`src/rtl/fetch_issue_pkg.sv`:
```
// Shared widths, bubble encoding, fetch FSM states and opcode values for the
// fetch/issue front end.
package fetch_issue_pkg;
    localparam int ISIZE = 16;
    localparam int ASIZE = 16;

    // ADD R0,R0,R0 writes R0, so it never matches a forwarding source.
    localparam logic [ISIZE-1:0] NOP = '0;

    typedef enum logic [1:0] {
        FETCH = 2'd0,
        HOLD  = 2'd1,
        FLUSH = 2'd2
    } fetchState_e;

    typedef enum logic [3:0] {
        OP_ADD  = 4'h0,
        OP_SUB  = 4'h1,
        OP_AND  = 4'h2,
        OP_OR   = 4'h3,
        OP_LW   = 4'h8,
        OP_SW   = 4'h9,
        OP_B    = 4'hC,
        OP_JAL  = 4'hD,
        OP_JR   = 4'hE,
        OP_EXEC = 4'hF
    } opcode_e;
endpackage

```
`src/rtl/fetch_issue_if.sv`:
```
// Instruction-memory request/response bus: one outstanding request, and the
// response (ack + data) arrives combinationally in the cycle it is accepted.
interface fetch_issue_if #(
    parameter int ISIZE = 16,
    parameter int ASIZE = 16
);
    logic             imem_req;
    logic [ASIZE-1:0] imem_addr;
    logic             imem_ack;
    logic [ISIZE-1:0] imem_data;

    modport master (output imem_req, output imem_addr, input imem_ack, input imem_data);
    modport slave  (input imem_req, input imem_addr, output imem_ack, output imem_data);
endinterface

```
`src/rtl/fetch_skid.sv`:
```
// One-entry holding register for a word that arrived while decode was stalled.
module fetch_skid #(
    parameter int ISIZE = 16,
    parameter int ASIZE = 16
) (
    input  logic             clk,
    input  logic             rst_n,
    input  logic             load,
    input  logic             clear,
    input  logic [ISIZE-1:0] dataIn,
    input  logic [ASIZE-1:0] addrIn,
    output logic             valid,
    output logic [ISIZE-1:0] data,
    output logic [ASIZE-1:0] addr
);
    always_ff @(posedge clk or negedge rst_n) begin
        if (!rst_n) begin
            valid <= 1'b0;
            data  <= '0;
            addr  <= '0;
        end else if (load) begin
            valid <= 1'b1;
            data  <= dataIn;
            addr  <= addrIn;
        end else if (clear) begin
            valid <= 1'b0;
        end
    end
endmodule

```
`src/rtl/fetch_issue.sv`:
```
// Fetch stage feeding decode: word-addressed instruction fetch with a skid
// entry for stalls and a flush state for redirects that race a pending request.
import fetch_issue_pkg::*;

module fetch_issue #(
    parameter int               ISIZE    = fetch_issue_pkg::ISIZE,
    parameter int               ASIZE    = fetch_issue_pkg::ASIZE,
    parameter logic [ASIZE-1:0] RESET_PC = '0
) (
    input  logic               clk,
    input  logic               rst_n,
    fetch_issue_if.master      imem,
    input  logic               stall,
    input  logic               redirect,
    input  logic [ASIZE-1:0]   redirect_pc,
    output logic [ISIZE-1:0]   Instr,
    output logic               InstrValid,
    output logic [ASIZE-1:0]   PC,
    output logic [ASIZE-1:0]   NextPC,
    output logic [ISIZE-1:0]   LastInstr,
    output logic [ISIZE-1:0]   Last2Instr
);
    localparam logic [ISIZE-1:0] BUBBLE = ISIZE'(NOP);

    fetchState_e state, nState;
    logic             reqReg, nReq;
    logic [ASIZE-1:0] fetchPtr, nPtr, flushTarget, nTarget;
    logic [ISIZE-1:0] instrReg, nInstr, lastReg, nLast, last2Reg, nLast2;
    logic [ASIZE-1:0] pcReg, nPc;
    logic             validReg, nValid;
    logic             ack, skidLoad, skidClear, skidValid;
    logic [ISIZE-1:0] skidData;
    logic [ASIZE-1:0] skidAddr;

    fetch_skid #(.ISIZE(ISIZE), .ASIZE(ASIZE)) uSkid (
        .clk    (clk),
        .rst_n  (rst_n),
        .load   (skidLoad),
        .clear  (skidClear),
        .dataIn (imem.imem_data),
        .addrIn (fetchPtr),
        .valid  (skidValid),
        .data   (skidData),
        .addr   (skidAddr)
    );

    // Gating with reqReg drops any ack seen before the first post-reset request.
    assign ack = imem.imem_ack & reqReg;

    always_comb begin
        nState    = state;
        nPtr      = fetchPtr;
        nTarget   = flushTarget;
        nInstr    = instrReg;
        nValid    = validReg;
        nPc       = pcReg;
        nLast     = stall ? BUBBLE : instrReg;
        nLast2    = lastReg;
        skidLoad  = 1'b0;
        skidClear = 1'b0;
        case (state)
            FETCH: begin
                if (stall) begin
                    if (ack) begin
                        skidLoad = 1'b1;
                        nState   = HOLD;
                    end
                end else if (redirect) begin
                    nInstr = BUBBLE;
                    nValid = 1'b0;
                    if (ack || !reqReg) begin
                        nPtr = redirect_pc;
                    end else begin
                        nTarget = redirect_pc;
                        nState  = FLUSH;
                    end
                end else if (ack) begin
                    nInstr = imem.imem_data;
                    nValid = 1'b1;
                    nPc    = fetchPtr;
                    nPtr   = fetchPtr + ASIZE'(1);
                end else begin
                    nInstr = BUBBLE;
                    nValid = 1'b0;
                end
            end
            HOLD: begin
                if (!stall) begin
                    skidClear = 1'b1;
                    nState    = FETCH;
                    if (redirect) begin
                        nInstr = BUBBLE;
                        nValid = 1'b0;
                        nPtr   = redirect_pc;
                    end else begin
                        nInstr = skidData;
                        nValid = skidValid;
                        nPc    = skidAddr;
                        nPtr   = skidAddr + ASIZE'(1);
                    end
                end
            end
            FLUSH: begin
                if (!stall) begin
                    nInstr = BUBBLE;
                    nValid = 1'b0;
                    if (redirect) nTarget = redirect_pc;
                end
                // The stale response is dropped even under stall; it carries nothing useful.
                if (ack) begin
                    nPtr   = (!stall && redirect) ? redirect_pc : flushTarget;
                    nState = FETCH;
                end
            end
            default: nState = FETCH;
        endcase
        nReq = (nState != HOLD);
    end

    always_ff @(posedge clk or negedge rst_n) begin
        if (!rst_n) begin
            state       <= FETCH;
            reqReg      <= 1'b0;
            fetchPtr    <= RESET_PC;
            flushTarget <= RESET_PC;
            instrReg    <= BUBBLE;
            validReg    <= 1'b0;
            pcReg       <= RESET_PC;
            lastReg     <= BUBBLE;
            last2Reg    <= BUBBLE;
        end else begin
            state       <= nState;
            reqReg      <= nReq;
            fetchPtr    <= nPtr;
            flushTarget <= nTarget;
            instrReg    <= nInstr;
            validReg    <= nValid;
            pcReg       <= nPc;
            lastReg     <= nLast;
            last2Reg    <= nLast2;
        end
    end

    assign imem.imem_req  = reqReg;
    assign imem.imem_addr = fetchPtr;
    assign Instr          = instrReg;
    assign InstrValid     = validReg;
    assign PC             = pcReg;
    assign NextPC         = pcReg + ASIZE'(1);
    assign LastInstr      = lastReg;
    assign Last2Instr     = last2Reg;
endmodule

```
`src/flat_wrapper.sv`:
```
// flat-port wrapper written by rule: the top's interface ports become plain ports
module fetch_issue_flat 
#(
    parameter int               ISIZE    = fetch_issue_pkg::ISIZE,
    parameter int               ASIZE    = fetch_issue_pkg::ASIZE,
    parameter logic [ASIZE-1:0] RESET_PC = '0
)
  (clk, rst_n, stall, redirect, redirect_pc, Instr, InstrValid, PC, NextPC, LastInstr, Last2Instr, imem_imem_req, imem_imem_addr, imem_imem_ack, imem_imem_data);
  fetch_issue_if #(.ISIZE(ISIZE), .ASIZE(ASIZE)) imem_i ();
  input  logic clk;
  input  logic rst_n;
  input  logic stall;
  input  logic redirect;
  input  logic [ASIZE-1:0] redirect_pc;
  output logic [ISIZE-1:0] Instr;
  output logic InstrValid;
  output logic [ASIZE-1:0] PC;
  output logic [ASIZE-1:0] NextPC;
  output logic [ISIZE-1:0] LastInstr;
  output logic [ISIZE-1:0] Last2Instr;
  output wire logic [$bits(imem_i.imem_req)-1:0] imem_imem_req;
  output wire logic [$bits(imem_i.imem_addr)-1:0] imem_imem_addr;
  input wire logic [$bits(imem_i.imem_ack)-1:0] imem_imem_ack;
  input wire logic [$bits(imem_i.imem_data)-1:0] imem_imem_data;
  assign imem_imem_req = imem_i.imem_req;
  assign imem_imem_addr = imem_i.imem_addr;
  assign imem_i.imem_ack = imem_imem_ack;
  assign imem_i.imem_data = imem_imem_data;
  fetch_issue #(.ISIZE(ISIZE), .ASIZE(ASIZE), .RESET_PC(RESET_PC)) u_core (.clk(clk), .rst_n(rst_n), .imem(imem_i), .stall(stall), .redirect(redirect), .redirect_pc(redirect_pc), .Instr(Instr), .InstrValid(InstrValid), .PC(PC), .NextPC(NextPC), .LastInstr(LastInstr), .Last2Instr(Last2Instr));
endmodule
```
`config.mk`:
```
export PLATFORM = sky130hd
export DESIGN_NAME = fetch_issue_flat
export DESIGN_NICKNAME = d
export VERILOG_FILES = /design/src/rtl/fetch_issue_pkg.sv /design/src/rtl/fetch_issue_if.sv /design/src/rtl/fetch_skid.sv /design/src/rtl/fetch_issue.sv /design/src/flat_wrapper.sv
export SDC_FILE = /design/constraint.sdc
export NUM_CORES = 1
export LEC_CHECK = 0
export CAP_MARGIN = 20
export CORE_UTILIZATION = 50
export CTS_BUF_LIST = sky130_fd_sc_hd__clkbuf_4
export CTS_CLUSTER_DIAMETER = 30
export DETAILED_ROUTE_END_ITERATION = 10
export PLACE_DENSITY = 0.76
export SLEW_MARGIN = 40
export SYNTH_ARGS = -nofsm -noshare
export SYNTH_HDL_FRONTEND = slang
export SYNTH_SLANG_ARGS = --single-unit
```
`constraint.sdc`:
```
create_clock -name clk -period 4.1 [get_ports clk]
set_input_delay 0.615 -clock clk [delete_from_list [all_inputs] [get_ports clk]]
set_output_delay 0.615 -clock clk [all_outputs]
set_load 0.01 [all_outputs]
```
==> impl_metrics.toml <==
[critical_path]
path_class = "flop to output pin"
start_kind = "flop"
crit_arrival_ns = 2.62
worst_ep_required_time_ns = 3.48
critical_path_buf_inv_count = 1
crit_family = "simple AND/OR/NAND/NOR gates"
crit_path_max_fanout = 7
cp_slowest_cell = "clkdlybuf4s50_1"
worstSetupEndpointType = "output pin"
cp_common_cell = "and4_1"
cp_cell_sequence = "and4_1, and3_1, and4_1, nand3_1, xnor2_1, clkdlybuf4s50_1"
max_stage_delay_ns = 0.55

[routing]
drtPass1Iterations = 5
vias = 5310
via_per_inst = 5.691
wirelength_um = 15990
routedWlPerCell_um = 17.14
ant_nets = 0
drt_iter0_drc = 357
drcViolationCount = 0

[power_and_ir_drop]
internal_power_w = 0.003644
vdd_drop_max_mv = 0.3971
pwr-share-comb = 0.443
cellPowerDensity_nw_per_um2 = 721.1
p_clk_frac = 0.155
p_seq_frac = 0.402
p_sw_w = 0.002427
power_leakage_nw = 3.521
p_sw_frac = 0.3997

[clocking]
post_cts_buffers = 0
cts_buffers = 17
cts_sinks = 133
tritoncts = "done"
worstSkewPairLatency_ns = 0.56
clk_pin_slew_worst_paths_ns = 0.14
cts_max_level = 4
hold_buffers = 0
root_buffer = "clkbuf_4"
cts_buffer_depth = 2
post_cts_resized = 0

[final_layout]
final_area_um2 = 8419
area_growth_pct = 25.38
layoutNonFillerInstCount = 933
fin_nets = 792
nFillCells = 1015
n_antenna_cell = 0
layout-drive-gt1-share = 0.1419

[placed_design]
io_buffers = 134
hpwl_um = 11450
place_area_um2 = 8107
placed_cells_incl_taps = 901
place_congestion = 0.9042

[sta]
hold_violations = 0
slew_viol_final = 0
fin_crit_sh = 0.7892
grt_setup_unrepaired = "false"
fin_crit_ns = 3.236
fin_skew_ns = 0.01929
setup_viol = 0
worstMarginPinSlew_ns = 0.7827
max_freq_mhz = 309.0
relSlewSlack = 0.4771
setup_tns_ns = 0

[die]
start_util = 0.5215
dieWidth_um = 117.9
die_h_um = 117.9
core_area_um2 = 12880
dieArea_um2 = 13900
io_pins = 135
placementRows = 41

[synth]
synth_cells = 628
avgSynthCellArea_um2 = 10.69
ys_warn_count = 0
syn_area_um2 = 6715
synth_edf_count = 0
yosysSeqAreaShare = 0.4956
syn-num-nets = 672
ys_types = 58
ys_ff_latch = 133
synthFlopType = "dfrtp_1"
synth-async-reset-ratio = 1.000

[grt]
grt_pass1_vias = 5129
grt_overflow = 0
track_usage = 0.2437
grt_max_degree = 71
grt_pass1_wl_um = 26740
antenna_found_initial = 0

[run_status]
outcome = "completed"

[hold_path]
hold_class = "primary input to async pin"

[flow_run]
max_cap_viol_count = 0
## layer usage
layer | vias to the layer above | wire length (um) | track usage
met2 | 229 | 7199 | 0.3551
met3 | 21 | 979 | 0.05281
li1 | 2494 | - | -
met5 | - | 0 | 0
met4 | 0 | 255 | 0.08814
met1 | 2566 | 7556 | 0.3560
## final timing paths
check / start / end / slack [ns] / cells after the start
worst max-delay path: u_core.PC[5]$_DFFE_PN0P_ / NextPC[15] / 0.86 / 6
worst min-delay path: rst_n / u_core.flushTarget[3]$_DFFE_PN0P_ / 0.05 / 1
worst max register to register: u_core.state[1]$_DFF_PN0_ / u_core.Instr[1]$_DFFE_PN0P_ / 1.03 / 7
worst min register to register: u_core.LastInstr[5]$_DFF_PN0_ / u_core.Last2Instr[5]$_DFF_PN0_ / 0.39 / 0
max in group asynchronous: rst_n / u_core.Instr[13]$_DFFE_PN0P_ / 3.27 / 2
min in group clk: u_core.LastInstr[5]$_DFF_PN0_ / u_core.Last2Instr[5]$_DFF_PN0_ / 0.39 / 0
## sequential cells by signal (all words and copies together), names as in the netlist
| register | flops |
|---|---|
| u_core.InstrValid | 1 |
| u_core.uSkid.addr | 16 |
| u_core.PC | 16 |
| u_core.LastInstr | 16 |
| u_core.imem.imem_addr | 16 |
| u_core.uSkid.data | 16 |
| u_core.imem.imem_req | 1 |
| u_core.Last2Instr | 16 |
| u_core.uSkid.valid | 1 |
| u_core.Instr | 16 |
| u_core.flushTarget | 16 |
| u_core.state | 2 |
## area by class of cell
class                      instances  area, um^2  share of cell area
clock buffer                      17       127.6             0.01516
timing repair buffer             141        1408              0.1672
clock inverter                    15       180.2             0.02140
multi-input combinational        441        3108              0.3691
tap                              172       215.2             0.02556
sequential                       133        3328              0.3953
inverter                          14       52.55            0.006242
## power groups by stage
stage	Sequential [W]	Clock [W]	Combinational [W]
6_report	0.00244	0.000940	0.00269
5_1_grt	0.00253	0.00103	0.00292
4_1_cts	0.00243	0.000958	0.00269
3_5_place_dp	0.00246	0	0.00268
3_3_place_gp	0.00242	0	0.00262
2_1_floorplan	0.00236	0	0.00160
## stage by stage
| step | power, W | hold WS, ns | utilization | worst slack, ns |
|---|---|---|---|---|
| after global placement | 0.005036 | 0.3622 | 0.6284 | 0.9839 |
| after CTS | 0.006077 | 0.04302 | 0.6535 | 0.8152 |
| after floorplan | 0.003952 | 0.3194 | - | 2.047 |
| after global routing | 0.006476 | 0.05305 | 0.6539 | 0.6165 |
| final | 0.006071 | 0.05303 | 0.6539 | 0.8642 |
| after detailed placement | 0.005133 | 0.3628 | 0.6296 | 1.114 |
## kinds of logic after synthesis
logic type	share of synthesized area
AO/OA/AOI/OAI	0.1273
flip-flops	0.4956
AND/OR/NAND/NOR	0.1479
XOR/XNOR	0.04434
multiplexers	0.1278
adder cells (fa/ha/maj)	0.01304
buffers and inverters	0.04397
## cell usage after synthesis, types with 4 or more instances
cell type / instances / area [um^2]
dfrtp_1: 133 / 3328
nand2_1: 64 / 240.2
mux2_2: 54 / 608.1
o21ai_0: 35 / 175.2
a21oi_1: 29 / 145.1
nor2_1: 27 / 101.4
mux2i_1: 25 / 250.2
xnor2_1: 24 / 210.2
nand3_1: 23 / 115.1
nor2b_1: 22 / 137.6
a22oi_1: 16 / 120.1
buf_2: 14 / 70.07
clkbuf_1: 13 / 48.80
inv_1: 13 / 48.80
nand4_1: 12 / 75.07
nand2b_1: 10 / 62.56
xor2_1: 10 / 87.58
o31ai_1: 8 / 60.06
ha_1: 7 / 87.58
nor3_1: 7 / 35.03
and4_1: 5 / 43.79
buf_6: 5 / 56.30
a221oi_1: 4 / 35.03
a31oi_1: 4 / 25.02
and2_1: 4 / 25.02
and3_1: 4 / 25.02
o211ai_1: 4 / 30.03
o22ai_1: 4 / 25.02
## placed cells by master (no fill, tap or decap), types with 3 or more instances in the layout
cell             instances
o211ai_1                 4
a22oi_1                 16
clkbuf_4                17
buf_4                    6
and3_1                   4
nor2b_1                 22
and2_1                   4
o21ai_0                 35
a21oi_1                 29
inv_1                   13
nand4_1                 12
dfrtp_1                133
nor3_1                   7
ha_1                     7
a31oi_1                  4
o31ai_1                  8
o22ai_1                  4
clkdlybuf4s50_1        133
mux2i_1                 25
nand2b_1                 9
a221oi_1                 4
nor2_1                  26
nor4_1                   3
inv_8                    3
nand3_1                 23
mux2_2                  54
xnor2_1                 24
inv_6                    7
xor2_1                  10
and4_1                   5
o41ai_2                  3
nand2_1                 64
(Power assumes the default switching activity.)
